**config.mk**
```make
export PLATFORM = sky130hd
export DESIGN_NAME = sample_streamer
export DESIGN_NICKNAME = d
export VERILOG_FILES = /design/src/rtl/sample_streamer.sv
export SDC_FILE = /design/constraint.sdc
export NUM_CORES = 1
export LEC_CHECK = 0
export BUFFER_PORTS_ARGS = -buffer_cell sky130_fd_sc_hd__buf_2
export CAP_MARGIN = 30
export CORE_ASPECT_RATIO = 0.9
export CORE_MARGIN = 5
export CORE_UTILIZATION = 55
export CTS_BUF_LIST = sky130_fd_sc_hd__clkbuf_16
export CTS_CLUSTER_DIAMETER = 100
export DETAILED_ROUTE_END_ITERATION = 10
export MAX_ROUTING_LAYER = met4
export PLACE_DENSITY = 0.82
export RECOVER_POWER = 100
export SYNTH_ARGS = -nofsm -noshare
export SYNTH_HDL_FRONTEND = slang
export SYNTH_SLANG_ARGS = --single-unit
```
**constraint.sdc**
```tcl
create_clock -name clk -period 4.3 [get_ports clk]
set_input_delay 0.43 -clock clk [delete_from_list [all_inputs] [get_ports clk]]
set_output_delay 0.43 -clock clk [all_outputs]
set_load 0.1 [all_outputs]
```
**src/rtl/sample_streamer.sv**
```systemverilog
// sample_streamer: reads a run of sample RAM words and
// streams them gap-free to the delay beamformer.
module sample_streamer #(
   parameter int ADDR_W = 10,
   parameter int DATA_W = 32,
   parameter int IDX_W  = 16,
   parameter int RD_LAT = 2
) (
   input  logic              clk,
   input  logic              rst_n,
   input  logic              start,
   input  logic              abort,
   input  logic [ADDR_W:0]   num_samples,
   output logic              busy,
   output logic              done,
   output logic [ADDR_W-1:0] mem_addr,
   output logic              mem_rden,
   input  logic [DATA_W-1:0] mem_q,
   output logic [DATA_W-1:0] sample_value,
   output logic [IDX_W-1:0]  sample_index,
   output logic              sample_valid,
   output logic              startbeamformer
);

   typedef enum logic [1:0] {
      IDLE,
      ISSUE,
      DRAIN,
      FINISH
   } state_t;

   localparam logic [ADDR_W:0] CNT_ONE = (ADDR_W+1)'(1);

   state_t            state;
   state_t            state_nxt;
   logic [ADDR_W:0]   num_q;
   logic [ADDR_W:0]   rd_cnt;
   logic [ADDR_W:0]   out_cnt;
   logic [RD_LAT-1:0] tag;
   logic              tag_out;
   logic              accept;
   logic              accept_run;
   logic              last_issue;
   logic              drained;
   logic              kill;

   // rd_cnt holds the next address to issue
   assign tag_out    = tag[RD_LAT-1];
   assign last_issue = (rd_cnt == num_q);
   assign drained    = (tag == '0) && (out_cnt == num_q);
   assign startbeamformer = sample_valid;

   // next-state and control decode
   always_comb begin
      state_nxt  = state;
      accept     = 1'b0;
      accept_run = 1'b0;
      kill       = 1'b0;
      busy       = 1'b0;
      done       = 1'b0;
      unique case (state)
         IDLE: begin
            if (start) begin
               accept = 1'b1;
               if (num_samples == '0) begin
                  state_nxt = FINISH;
               end else begin
                  accept_run = 1'b1;
                  state_nxt  = ISSUE;
               end
            end
         end
         ISSUE: begin
            busy = 1'b1;
            if (abort) begin
               kill      = 1'b1;
               state_nxt = IDLE;
            end else if (last_issue) begin
               state_nxt = DRAIN;
            end
         end
         DRAIN: begin
            busy = 1'b1;
            if (abort) begin
               kill      = 1'b1;
               state_nxt = IDLE;
            end else if (drained) begin
               state_nxt = FINISH;
            end
         end
         FINISH: begin
            done      = 1'b1;
            state_nxt = IDLE;
         end
         default: state_nxt = IDLE;
      endcase
   end

   // state register
   always_ff @(posedge clk or negedge rst_n) begin
      if (!rst_n) state <= IDLE;
      else        state <= state_nxt;
   end

   // read issue: one address per clock from 0 to N-1
   always_ff @(posedge clk or negedge rst_n) begin
      if (!rst_n) begin
         num_q    <= '0;
         rd_cnt   <= '0;
         mem_addr <= '0;
         mem_rden <= 1'b0;
      end else if (kill) begin
         mem_rden <= 1'b0;
      end else if (accept) begin
         num_q <= num_samples;
         if (accept_run) begin
            mem_addr <= '0;
            mem_rden <= 1'b1;
            rd_cnt   <= CNT_ONE;
         end
      end else if (state == ISSUE) begin
         if (last_issue) begin
            mem_rden <= 1'b0;
         end else begin
            mem_addr <= rd_cnt[ADDR_W-1:0];
            rd_cnt   <= rd_cnt + CNT_ONE;
         end
      end
   end

   // valid tags travel alongside reads in flight
   always_ff @(posedge clk or negedge rst_n) begin
      if (!rst_n) begin
         tag <= '0;
      end else if (kill) begin
         tag <= '0;
      end else begin
         tag[0] <= mem_rden;
         for (int i = 1; i < RD_LAT; i++)
            tag[i] <= tag[i-1];
      end
   end

   // capture returning data; value/index hold when idle
   always_ff @(posedge clk or negedge rst_n) begin
      if (!rst_n) begin
         sample_value <= '0;
         sample_index <= '0;
         sample_valid <= 1'b0;
         out_cnt      <= '0;
      end else if (kill) begin
         sample_valid <= 1'b0;
      end else if (accept) begin
         sample_valid <= 1'b0;
         out_cnt      <= '0;
      end else begin
         sample_valid <= tag_out;
         if (tag_out) begin
            sample_value <= mem_q;
            sample_index <= IDX_W'(out_cnt);
            out_cnt      <= out_cnt + CNT_ONE;
         end
      end
   end

endmodule

```
==> out/qor.csv <==
metric;value;unit
status;finished with violations;
violations;max-capacitance violations, max-slew violations;
post_cts_resized;0;
core;7580;um^2
yosysTopAreaCell;dfrtp_1;
rsz0062_at_grt;false;
reg2regPathDepth;8;
netlist_area;4300;um^2
synth_cells;449;
cts.clk_slew.worst_paths;70;ps
route.detailed.drc;0;
grt_use_met2;32.8;%
start_util;56.7;%
path_cells;inv_1, ha_1, nand2_1, nand3_1, clkinv_1, clkbuf_1, nand4_1, o21ai_0;
synth_seq_cells;92;
ys_top_cells_by_count;172 x nand2_1, 92 x dfrtp_1, 22 x xnor2_1, 19 x mux2i_1, 15 x o21ai_0;
clock_latency;340;ps
totalWireLength;9930;um
grt-busiest-layer;met2;
cp.arrival;3250;ps
tritoncts;done;
setup_violations;0;
avgRoutedWirePerCell;15.4;um
grt_pass1_wl;16300;um
finalCriticalPeriod;2990;ps
final_nets;599;
vias;3488;
syn_area_per_cell;9.57;um^2
crit_type;reg -> reg;
ys_seq_area_share;53.6;%
ant_nets;0;
synthArstFlopShare;100;%
dieWidth;103;um
grt_usage;22.2;%
crit_fanout;27;
grt-ovfl-total;0;
diodes;0;
skew;8.12;ps
use_met3;4.90;%
period_share;69.6;%
die_h;93.9;um
synth.most_common_cell;nand2_1;
drv_slew;48;
relSlewSlack;-62.9;%
finalHoldViolCount;0;
cp_slowest_stage_delay;860;ps
synth_edf_count;0;
first_pass_iters;5;
via_per_inst;5.41;
rrSetupSlack;1310;ps
numCtsBuffers;9;
place_congestion;0.912;
holdPathEnd;sample_value[24];
synth_top_area_share;53.6;%
synth_warnings;0;
dieArea;9680;um^2
grt_max_degree;55;
worst_path_max_delay_cell;clkbuf_1;
worst_slew_pin_slew;2440;ps
fin_tns_setup;0;ps
worstSetupEndpointType;flop;
maxCapViolations;1;
cts_setup_buffers;0;
grtUsageMet1;30.6;%
dr.first_iter.drc_count;241;
syn_to_final_growth;16.9;%
synth_area_leaders;dfrtp_1 54%, nand2_1 15%, xnor2_1 4.5%, mux2i_1 4.4%, mux2_2 2.9%;
rows;30;
hold_start;mem_q[24];
grt_pass1_vias;3355;
clockBufferDepth;2;
cp.required;4550;ps
cp-start-kind;flop;
layout-drive-gt1-share;13.5;%
fmax;334;MHz
pin_count;110;
antenna_found_initial;0;
rr_startpoint;state[0];
hold_buffers;0;
port_buffers;104;
hp-class;in -> reg;
r2r_end;out_cnt[9];
yosys.cell_types.count;43;
hpwl;7230;um
whs_path_depth;3;
cts_root_buf;clkbuf_16;
h-tree-depth;3;
clock_sinks;92;
synth_ff_type;dfrtp_1;
[cell usage in the layout (no fill, tap or decap), drive strengths merged, types with 5 or more instances in the layout]
cell,Yosys,routed
clkbuf,7,70
conb,1,5
nor4,5,5
nor2,10,10
nand2,172,172
nand3,10,10
o31ai,5,5
nand4,9,9
inv,4,7
xnor2,22,22
dfrtp,92,92
mux2i,19,19
ha,7,7
nor3,6,6
mux2,11,11
o21ai,16,16
buf,20,47
[routing by layer]
layer / up-vias / wire [um]
met5: - / 0
met4: 0 / 163
met3: 15 / 790
met1: 1657 / 4310
met2: 145 / 4670
li1: 1671 / -
[worst max path at each step]
| stage | to | start | cells after the start | slack, ps |
|---|---|---|---|---|
| 6_report | out_cnt[9] | state[0] | 8 | 1310 |
| 5_1_grt | out_cnt[10] | state[0] | 8 | 1010 |
| 4_1_cts | mem_addr[8] | state[0] | 7 | 1610 |
| 3_5_place_dp | mem_addr[8] | state[0] | 7 | 1620 |
| 3_3_place_gp | mem_addr[5] | state[0] | 6 | 1560 |
| 2_1_floorplan | sample_index[0] | state[0] | 9 | 1710 |
[flip-flops by register name (all words and copies together) (netlist names)]
| name | cells |
|---|---|
| sample_value | 32 |
| num_q | 11 |
| out_cnt | 11 |
| rd_cnt | 11 |
| sample_index | 11 |
| mem_addr | 10 |
| state | 2 |
| tag | 2 |
| mem_rden | 1 |
| sample_valid | 1 |
[cell families after synthesis]
group	share of synthesized area, %
XOR/XNOR	4.48
AND/OR/NAND/NOR	23.1
buffers and inverters	4.10
flip-flops	53.6
other	0.0873
adder cells (fa/ha/maj)	2.04
AO/OA/AOI/OAI	5.36
multiplexers	7.31
[through the flow]
stage	area [um^2]	cells	utilization, %	hold slack [ps]	worst slack [ps]
after floorplan	4310	453	-	134	1710
after global placement	4820	629	63.6	452	1560
after detailed placement	4830	630	63.7	459	1620
after CTS	5130	645	67.6	102	1610
after global routing	5020	645	66.3	275	1010
final	5020	645	66.3	273	1310
[layout make-up]
| cell class | count | area [um^2] |
|---|---|---|
| Sequential cell | 92 | 2300 |
| Inverter | 5 | 18.8 |
| Timing Repair Buffer | 108 | 469 |
| Multi-Input combinational cell | 329 | 1820 |
| Clock buffer | 9 | 225 |
| Fill cell | 673 | 2560 |
| Tap cell | 96 | 120 |
| Clock inverter | 6 | 71.3 |
[worst max-delay path, delay by kind of cell, from the launching register on]
| family | cells | cell delay, ps |
|---|---|---|
| fa+ha+maj | 1 | 230 |
| compound gates | 1 | 220 |
| buf+inv | 3 | 1370 |
| simple gates | 3 | 710 |
| flops | 1 | 380 |
Power is not shown: default switching activity piles up to over one toggle a cycle in this logic, so the estimate is an artifact.
